$ cat config.mk
export PLATFORM = sky130hd
export DESIGN_NAME = mmu_fill_ctrl
export DESIGN_NICKNAME = d
export VERILOG_FILES = /design/src/rtl/mmu_fill_ctrl.sv
export SDC_FILE = /design/constraint.sdc
export NUM_CORES = 1
export LEC_CHECK = 0
export BUFFER_PORTS_ARGS = -buffer_cell sky130_fd_sc_hd__buf_4
export CORE_MARGIN = 5
export CORE_UTILIZATION = 50
export DETAILED_ROUTE_END_ITERATION = 10
export HOLD_SLACK_MARGIN = 0.02
export PLACE_DENSITY = 0.78
export SKIP_CTS_REPAIR_TIMING = 1
export SYNTH_ARGS = -nofsm -noshare
export SYNTH_HDL_FRONTEND = slang
export SYNTH_SLANG_ARGS = --single-unit
$ cat constraint.sdc
create_clock -name CLKX4 -period 2.4 [get_ports CLKX4]
set_input_delay 0.12 -clock CLKX4 [delete_from_list [all_inputs] [get_ports CLKX4]]
set_output_delay 0.12 -clock CLKX4 [all_outputs]
set_load 0.02 [all_outputs]
$ cat src/rtl/mmu_fill_ctrl.sv
// Background filler for the MMU RAM. It writes ENTRIES page entries for one task key,
// using only the cycles where the CPU side leaves the shared RAM port idle.
module mmu_fill_ctrl #(
  parameter int ENTRIES   = 8,
  parameter int STEP      = 1,
  parameter int WR_CYCLES = 2
) (
  input  logic       CLKX4,
  input  logic       RESET,
  input  logic       CPU_REQ,
  input  logic       START,
  input  logic       ABORT,
  input  logic [4:0] TASK,
  input  logic [7:0] BASE,
  output logic       GNT,
  output logic [7:0] MMU_ADDR,
  output logic [7:0] MMU_DATA,
  output logic       MMU_DATA_oe,
  output logic       MMU_nWR,
  output logic       BUSY,
  output logic       DONE,
  output logic       ABORTED
);

  localparam int         CW         = (WR_CYCLES > 1) ? $clog2(WR_CYCLES) : 1;
  localparam logic [2:0] ENTRY_LAST = 3'(ENTRIES - 1);
  localparam logic [CW-1:0] WCNT_LAST = CW'(WR_CYCLES - 1);
  localparam logic [7:0] STEP8      = 8'(STEP);

  typedef enum logic [2:0] {S_IDLE, S_WAIT, S_SETUP, S_WRITE, S_HOLD} state_t;

  state_t        state_q, state_d;
  logic [4:0]    task_q, task_d;
  logic [2:0]    entry_q, entry_d;
  logic [7:0]    data_q, data_d;
  logic [CW-1:0] wcnt_q, wcnt_d;
  logic          gnt_q, gnt_d;
  logic          oe_q, oe_d;
  logic          nwr_q, nwr_d;
  logic          busy_q, busy_d;
  logic          done_q, done_d;
  logic          aborted_q, aborted_d;

  // NOTE: sequential state uses non-blocking assignments so every flop samples
  // pre-edge values regardless of statement order.
  always_ff @(posedge CLKX4 or posedge RESET) begin
    if (RESET) begin
      state_q   <= S_IDLE;
      task_q    <= '0;
      entry_q   <= '0;
      data_q    <= '0;
      wcnt_q    <= '0;
      gnt_q     <= 1'b0;
      oe_q      <= 1'b0;
      nwr_q     <= 1'b1;
      busy_q    <= 1'b0;
      done_q    <= 1'b0;
      aborted_q <= 1'b0;
    end else begin
      state_q   <= state_d;
      task_q    <= task_d;
      entry_q   <= entry_d;
      data_q    <= data_d;
      wcnt_q    <= wcnt_d;
      gnt_q     <= gnt_d;
      oe_q      <= oe_d;
      nwr_q     <= nwr_d;
      busy_q    <= busy_d;
      done_q    <= done_d;
      aborted_q <= aborted_d;
    end
  end

  // NOTE: every variable gets a default before the case so no path infers a latch.
  always_comb begin
    state_d   = state_q;
    task_d    = task_q;
    entry_d   = entry_q;
    data_d    = data_q;
    wcnt_d    = wcnt_q;
    gnt_d     = gnt_q;
    oe_d      = oe_q;
    nwr_d     = nwr_q;
    busy_d    = busy_q;
    done_d    = 1'b0;
    aborted_d = 1'b0;

    unique case (state_q)
      S_IDLE: begin
        if (START) begin
          task_d  = TASK;
          data_d  = BASE;
          entry_d = '0;
          busy_d  = 1'b1;
          state_d = S_WAIT;
        end
      end
      S_WAIT: begin
        if (ABORT) begin
          aborted_d = 1'b1;
          busy_d    = 1'b0;
          state_d   = S_IDLE;
        end else if (!CPU_REQ) begin
          gnt_d   = 1'b1;
          oe_d    = 1'b1;
          state_d = S_SETUP;
        end
      end
      S_SETUP: begin
        // Backing off here costs nothing: nWR has not fallen yet, so the entry is simply retried.
        if (CPU_REQ) begin
          gnt_d   = 1'b0;
          oe_d    = 1'b0;
          state_d = S_WAIT;
        end else begin
          nwr_d   = 1'b0;
          wcnt_d  = '0;
          state_d = S_WRITE;
        end
      end
      S_WRITE: begin
        if (wcnt_q == WCNT_LAST) begin
          nwr_d   = 1'b1;
          state_d = S_HOLD;
        end else begin
          wcnt_d = wcnt_q + 1'b1;
        end
      end
      S_HOLD: begin
        gnt_d = 1'b0;
        oe_d  = 1'b0;
        // Completion outranks a late abort so a fully written map reports DONE.
        if (entry_q == ENTRY_LAST) begin
          busy_d  = 1'b0;
          done_d  = 1'b1;
          state_d = S_IDLE;
        end else if (ABORT) begin
          busy_d    = 1'b0;
          aborted_d = 1'b1;
          state_d   = S_IDLE;
        end else begin
          entry_d = entry_q + 1'b1;
          data_d  = data_q + STEP8;
          state_d = S_WAIT;
        end
      end
      default: state_d = S_IDLE;
    endcase
  end

  assign GNT         = gnt_q;
  assign MMU_ADDR    = {task_q, entry_q};
  assign MMU_DATA    = data_q;
  assign MMU_DATA_oe = oe_q;
  assign MMU_nWR     = nwr_q;
  assign BUSY        = busy_q;
  assign DONE        = done_q;
  assign ABORTED     = aborted_q;

endmodule

==> After elaboration in Yosys (flattened, before gate mapping) <==
Index checks and enable logic that the tools add are counted.
W data, S select, Z words.
{ "op_classes": {"addsub": 3, "n_eq_ne": 14, "n_mux": 34, "n_reduce_logical": 12} }
{ "op_table": {"columns": ["operator", "n"], "rows": [
  ["$mux W8", 3],
  ["$mux W3", 7],
  ["$ne A2 B2 Y1 const B", 8],
  ["$pmux W8 S2", 1],
  ["$mux W1", 15],
  ["$pmux W3 S5", 1],
  ["$add A8 B1 Y8 const B", 1],
  ["$reduce_and A4 Y1", 2],
  ["$eq A3 B2 Y1 const B", 2],
  ["$eq A3 B3 Y1 const B", 2],
  ["$pmux W1 S2", 3],
  ["$pmux W1 S3", 2],
  ["$pmux W3 S2", 1],
  ["$reduce_and A2 Y1", 3],
  ["$reduce_and A3 Y1", 2],
  ["$reduce_bool A3 Y1", 2],
  ["$reduce_bool A2 Y1", 2],
  ["$add A3 B1 Y3 const B", 1],
  ["$eq A3 B1 Y1 const B", 1],
  ["$logic_not A3 Y1", 1],
  ["$ne A3 B3 Y1 const B", 1],
  ["$mux W2", 1],
  ["$add A1 B1 Y1 const B", 1]
]} }
{ "totals": {"ff_bits": 25, "word_cells": 73, "output_inout_bits": 22, "inputBits": 18} }

==> Logic depth before layout (Yosys ltp) <==
Gate-level depths: netlist of run 1.
{ "logic_depth": {"ltp_word": 4, "depth_mapped": 7} }

==> Worst setup path after synthesis of run 1 <==
OpenSTA, ideal clock, no wires.
{ "synth_path": {"path_type": "flip-flop to flip-flop", "startpoint": "register entry_q[0]", "endpoint": "register data_q[1] (netlist: MMU_DATA[1])", "n_path_buf": 1, "stages_incl_launch_ff": 8, "period_less_slack_ns": 2.011, "arrival_time_ns": 1.929, "path_slack_ns": 0.389, "required_time_ns": 2.319, "cell_sequence": "dfrtp_1 > ha_1 > ha_1 > or3b_4 > a211oi_4 > buf_6 > nor2_2 > a31oi_2"} }
{ "synth_via": {"elab_chain_cells": 3} }
{ "synth_rtl": {"columns": ["item", "line_no", "rtl"], "rows": [
  ["start, declared", "34", "logic [2:0] entry_q, entry_d;"],
  ["start signal, assigned", "62", "entry_q <= entry_d;"],
  ["$eq A3 B3 Y1", "133", "if (entry_q == ENTRY_LAST) begin"],
  ["$ne A2 B2 Y1 (no source line)", null, null],
  ["$reduce_and A4 Y1 (no source line)", null, null],
  ["end signal, assigned", "63", "data_q <= data_d;"],
  ["end, declared", "35", "logic [7:0] data_q, data_d;"]
]} }
No other way between the ends.
A chain may end at the register's enable or synchronous reset.

==> Final worst setup path of run 1 <==
{ "layout_path": {"startpoint": "register entry_q[0]", "endpoint": "register data_q[2] (netlist: MMU_DATA[2])"} }
Same word-level chain as after synthesis.

==> flow_summary.yaml, run 1 <==
status:
  outcome: "complete, but fails checks"
  violations: "hold timing"
grt:
  gr-total-overflow: 0
  grt.total_usage: 0.165
  antenna_found_initial: 0
  grt_max_degree: 26
  grt_pass1_wl_um: 4710
  grt_pass1_vias: 1071
finish:
  fin_util: 0.665
  diodes: 0
  layout_commonest_cell: "buf_4"
  final_cell_mix: "41 x buf_4, 24 x dfrtp_1, 15 x nand2_1"
  nFillCells: 189
  flow.area_growth_from_synthesis_pct: 27.3
  nets: 190
  layout-drive-gt1-share: 0.357
clocking:
  clock_sinks: 25
  cts_tree: "yes"
  cts_buffers: 3
  path_clk_slew_ps: 130
  root_buffer: "clkbuf_4"
  insertion_delay_ps: 300
  cts-htree-levels: 1
  clk_path_buf_depth: 2
timing:
  rsz0062_at_grt: "no"
  fin_crit_ps: 2190
  relSlewSlack: 0.401
  tns_ps: 0
  tightest_slew_ps: 897
  hold_viol: 15
  fmax_mhz: 456
  holdWs_ps: -2.52
  skew_ps: 2.84
  finalMaxSlewViolations: 0
  setup_viol: 0
  period_share: 0.914
detailed_routing:
  drt_iter0_drc: 14
  drc: 0
  ant_nets: 0
  via_per_inst: 5.41
  vias: 1071
  drt_first_pass_iters: 4
  avgRoutedWirePerCell_um: 13.8
  postRouteWirelength_um: 2730
power_and_ir_drop:
  pwr-share-clk: 0.090
  p_leak_nw: 0.758
  power.internal_mw: 1.15
  sw_frac_of_total: 0.431
  p_comb_frac: 0.500
  p_sw_mw: 0.871
  p_seq_frac: 0.410
  power.density_mw_per_mm2: 1230
  peakVddDrop_mv: 0.824
logic_synthesis:
  ys.flop_type: "dfrtp_1"
  synth-seq-cells: 25
  yosysTopAreaCellShare: 0.464
  synth.area.top_cells: "dfrtp_1 46%, o21ai_0 4.6%, mux2_2 4.4%"
  synthDistinctLibCells: 40
  synth_area_leader_cell: "dfrtp_1"
  syn_area_mm2: 0.00129
  async_flop_share: 1.00
  yosysSeqAreaShare: 0.485
  synth_edf_count: 0
  syn_inst: 128
  synthesis.nets: 149
  avgSynthCellArea_um2: 10.1
  ys_warn_count: 0
die:
  die_area_mm2: 0.00370
  die_w_um: 60.9
  rows: 18
  start_util: 0.522
  ios: 40
  core-area_mm2: 0.00248
  die_y_um: 60.9
setup_path:
  r2r_slack_ps: 210
  crit_path_cell_trace: "ha_1, ha_1, or3b_4, a211oi_4, o21ai_0, a22oi_1"
  cp_common_cell: "ha_1"
  cp-end-kind: "flip-flop"
  crit_required_ps: 2630
  slowest_stage: "a211oi_4"
  path_class: "flip-flop to flip-flop"
  cp.arrival_ps: 2430
  cpPeakStageDelay_ps: 530
  cp_max_fo: 13
  cp-start-kind: "flip-flop"
min_path:
  hold_class: "input pin to asynchronous set/reset pin"
place:
  io_buffers: 39
  gp_congestion: 0.767
  dp_hpwl_um: 2080
job:
  cap_violations: 0
## sequential cells by signal, indices dropped and copies added (netlist names)
signal,count
MMU_DATA_oe,1
MMU_nWR,1
wcnt_q,1
task_q,5
state_q,3
DONE,1
entry_q,3
ABORTED,1
BUSY,1
MMU_DATA,8
## Yosys cell counts, types with 2 or more instances
library cell	number
inv_1	5
a22oi_1	2
nand2_1	15
clkbuf_1	4
dfrtp_1	24
o21ai_0	12
ha_1	3
nor3_1	3
o22ai_1	2
nor3b_1	2
nand2b_1	2
a21oi_1	9
nor2_1	5
nand3_1	7
and3_1	3
a2bb2oi_2	2
mux2_2	5
## critical path: cells and delay by family, from the launching register on
kind                     cells  cell delay [ps]
AND/OR/NAND/NOR              1              410
AO/OA/AOI/OAI                3              870
adder cells (fa/ha/maj)      2              420
flip-flops                   1              430
## final cells by class
class	instances	area, µm²	share of cell area
inverter	5	18.8	0.0114
clock buffer	4	26.3	0.0160
sequential	25	627	0.381
multi-input combinational	92	619	0.376
tap	30	37.5	0.0228
timing repair buffer	42	318	0.193
## worst paths after layout
check	start	to	depth (start not counted)
worst max register to register	entry_q[0]	MMU_DATA[2]	6
max in group asynchronous	RESET	entry_q[1]	2
worst min-delay path	RESET	task_q[0]	2
min in group CLKX4	TASK[1]	task_q[1]	2
worst min register to register	entry_q[1]	entry_q[1]	2
worst max-delay path	entry_q[0]	MMU_DATA[2]	6
## power by group through the flow
| stage | logic (mW) | registers, mW | clock network, mW |
|---|---|---|---|
| floorplan | 0.542 | 0.934 | 0 |
| global placement | 0.989 | 0.819 | 0 |
| detailed placement | 1.02 | 0.834 | 0 |
| CTS | 1.02 | 0.827 | 0.186 |
| global route | 1.10 | 0.869 | 0.204 |
| finish | 1.01 | 0.828 | 0.181 |
## cells by family after synthesis
| family | after synthesis | share of synthesized area |
|---|---|---|
| flip-flops | 25 | 0.485 |
| AND/OR/NAND/NOR | 46 | 0.186 |
| adder cells (fa/ha/maj) | 3 | 0.0290 |
| multiplexers | 6 | 0.0513 |
| buffers and inverters | 11 | 0.0406 |
| AO/OA/AOI/OAI | 37 | 0.209 |
## routing by layer
| layer | share of wire | vias up | track usage |
|---|---|---|---|
| li1 | - | 544 | - |
| met1 | 0.45 | 493 | 0.218 |
| met2 | 0.48 | 32 | 0.279 |
| met3 | 0.066 | 2 | 0.0319 |
| met4 | 0.0055 | 0 | 0.0402 |
| met5 | 0 | - | 0 |
## through the flow
| stage | worst slack, ps | power, mW | std cells | instance area (µm²) |
|---|---|---|---|---|
| floorplan | 389 | 1.48 | 128 | 1290 |
| global placement | 287 | 1.81 | 193 | 1610 |
| detailed placement | 209 | 1.86 | 193 | 1610 |
| CTS | 201 | 2.03 | 197 | 1640 |
| global route | 57.2 | 2.18 | 198 | 1650 |
| finish | 207 | 2.02 | 198 | 1650 |
(Power assumes the default switching activity.)
==> inputs of run 2 (changes only) <==
- ABC_AREA: not set -> 1
- CORE_UTILIZATION: 50 -> 51
==> run 2 against run 1 <==
Net effect:
- the flow still finishes with violations (hold timing)
- routed wire length grew 12%
- core utilization shrank 0.54 points
- non-clock buffer count grew 2
- critical endpoint is now entry_q[0]
- die area grew 6.4%
- setup slack gained 590 ps
- clock skew grew 3.9 ps
- synthesized area grew 9.8%
- cell area grew 8.5%
==> flow_summary.yaml, run 2 <==
power_and_ir_drop:
  p_leak_nw: 1.00
  p_comb_frac: 0.540
  peakVddDrop_mv: 0.820
  pwr-share-clk: 0.088
  power.internal_mw: 1.13
  power.density_mw_per_mm2: 1190
  p_sw_mw: 1.00
  p_seq_frac: 0.373
  sw_frac_of_total: 0.470
timing:
  fin_crit_ps: 1600
  setup_viol: 0
  period_share: 0.667
  rsz0062_at_grt: "no"
  hold_viol: 1
  skew_ps: 6.69
  finalMaxSlewViolations: 0
  tns_ps: 0
  holdWs_ps: -0.851
  tightest_slew_ps: 933
  relSlewSlack: 0.377
  fmax_mhz: 624
logic_synthesis:
  yosysTopAreaCellShare: 0.423
  avgSynthCellArea_um2: 7.44
  synth_edf_count: 0
  synth.most_common_cell: "nand2_1"
  synthesis.nets: 212
  syn_area_mm2: 0.00142
  ys.flop_type: "dfrtp_1"
  synth_area_leader_cell: "dfrtp_1"
  synth-seq-cells: 25
  synthDistinctLibCells: 25
  async_flop_share: 1.00
  yosys-top-cells-count: "76 x nand2_1, 24 x dfrtp_1, 20 x nor2_1"
  synth.area.top_cells: "dfrtp_1 42%, nand2_1 20%, nand3_1 6.3%"
  yosysSeqAreaShare: 0.441
  syn_inst: 191
  ys_warn_count: 0
finish:
  layout_commonest_cell: "nand2_1"
  largest_reg_flops: 8
  final_cell_mix: "76 x nand2_1, 39 x buf_4, 24 x dfrtp_1"
  diodes: 0
  seqCellArea_um2: 627
  nFillCells: 249
  flow.area_growth_from_synthesis_pct: 25.8
  multi_input_area_um2: 672
  nets: 257
  final_cell_count_no_fill: 266
  layout-drive-gt1-share: 0.247
clocking:
  cts-htree-levels: 1
  cts_buffers: 3
  clk_path_buf_depth: 2
  root_buffer: "clkbuf_4"
  insertion_delay_ps: 310
  clock_sinks: 25
  path_clk_slew_ps: 140
  cts_tree: "yes"
place:
  gp_congestion: 0.856
  io_buffers: 39
  dp_hpwl_um: 2280
  post-place-cells: 257
detailed_routing:
  vias: 1287
  drt_first_pass_iters: 4
  postRouteWirelength_um: 3060
  ant_nets: 0
  drt_iter0_drc: 71
  drc: 0
  avgRoutedWirePerCell_um: 11.5
  via_per_inst: 4.84
grt:
  grt_pass1_vias: 1228
  gr-total-overflow: 0
  grt_pass1_wl_um: 5040
  grt_max_degree: 26
  antenna_found_initial: 0
  grt.total_usage: 0.154
job:
  cap_violations: 0
setup_path:
  path_class: "flip-flop to flip-flop"
  cp_max_fo: 15
  crit_required_ps: 2660
  cp-start-kind: "flip-flop"
  cp.arrival_ps: 1860
  cp-end-kind: "flip-flop"
die:
  rows: 19
  core-area_mm2: 0.00271
  ios: 40
  die_y_um: 62.8
  die_w_um: 62.8
  start_util: 0.524
  die_area_mm2: 0.00394
min_path:
  hold_class: "input pin to asynchronous set/reset pin"
status:
  outcome: "complete, but fails checks"
  violations: "hold timing"
[run 2: cell types whose count changed in the layout (fill, tap and decap cells not counted), moves of 3 or more]
cell and delta:
nand2_1 +61, dlygate4sd3_1 +4, nand2_4 +3, o21ai_0 -6, and3_1 -3, nor3_1 -3
nand3_1 +11, a21oi_1 -8, mux2_2 -5, inv_1 +12, nand2_2 +4, nor2_1 +15
[run 2: logic make-up after synthesis]
family | count (synthesis) | synth area share
adders and majority gates | 3 | 0.0264
and+or+nand+nor | 127 | 0.397
buffers and inverters | 24 | 0.0855
AOI/OAI and AO/OA | 12 | 0.0493
DFF | 25 | 0.441
[run 2: layer usage]
metal	up-vias	GRT usage	routed length (µm)
li1	677	-	-
met3	4	0.0360	183
met1	575	0.190	1360
met2	31	0.256	1490
met4	0	0.0663	25
met5	-	0	0
[run 2: final timing paths]
kind | startpoint | endpoint | slack [ps] | cells past startpoint
setup reg to reg | entry_q[0] | entry_q[0] | 800 | 9
hold reg to reg | task_q[2] | task_q[2] | 510 | 2
setup / recovery | entry_q[0] | entry_q[0] | 800 | 9
min in group CLKX4 | BASE[3] | MMU_DATA[3] | 90 | 5
hold / removal | RESET | task_q[2] | -0.9 | 2
max in group asynchronous | RESET | DONE | 1830 | 2
[run 2: power by group through the flow]
stage / clock network (mW) / registers (mW) / logic [mW]
after floorplan: 0 / 0.950 / 0.627
after global placement: 0 / 0.795 / 1.14
after detailed placement: 0 / 0.797 / 1.15
after CTS: 0.197 / 0.790 / 1.15
after global routing: 0.212 / 0.824 / 1.28
final: 0.187 / 0.793 / 1.15
[run 2: layout make-up]
type / instances / share of cell area
Sequential cell: 25 / 0.351
Timing Repair Buffer: 44 / 0.192
Multi-Input combinational cell: 142 / 0.376
Clock buffer: 4 / 0.0147
Tap cell: 31 / 0.0217
Inverter: 20 / 0.0448
[run 2: worst max-delay path, stage by stage, from the launching register on]
cell     delay (ps)
dfrtp_1         430
ha_1            210
ha_1            170
inv_1            90
nand3_1         120
nand2_2         110
nand2_4         130
inv_2           150
nor2_1           50
nor2_1           80
[run 2: through the flow]
step	total power, mW	utilization	setup slack (ps)	area (µm²)
after floorplan	1.58	-	853	1420
after global placement	1.93	0.631	872	1710
after detailed placement	1.94	0.631	817	1710
after CTS	2.14	0.641	785	1740
after global routing	2.31	0.659	669	1790
final	2.13	0.659	798	1790
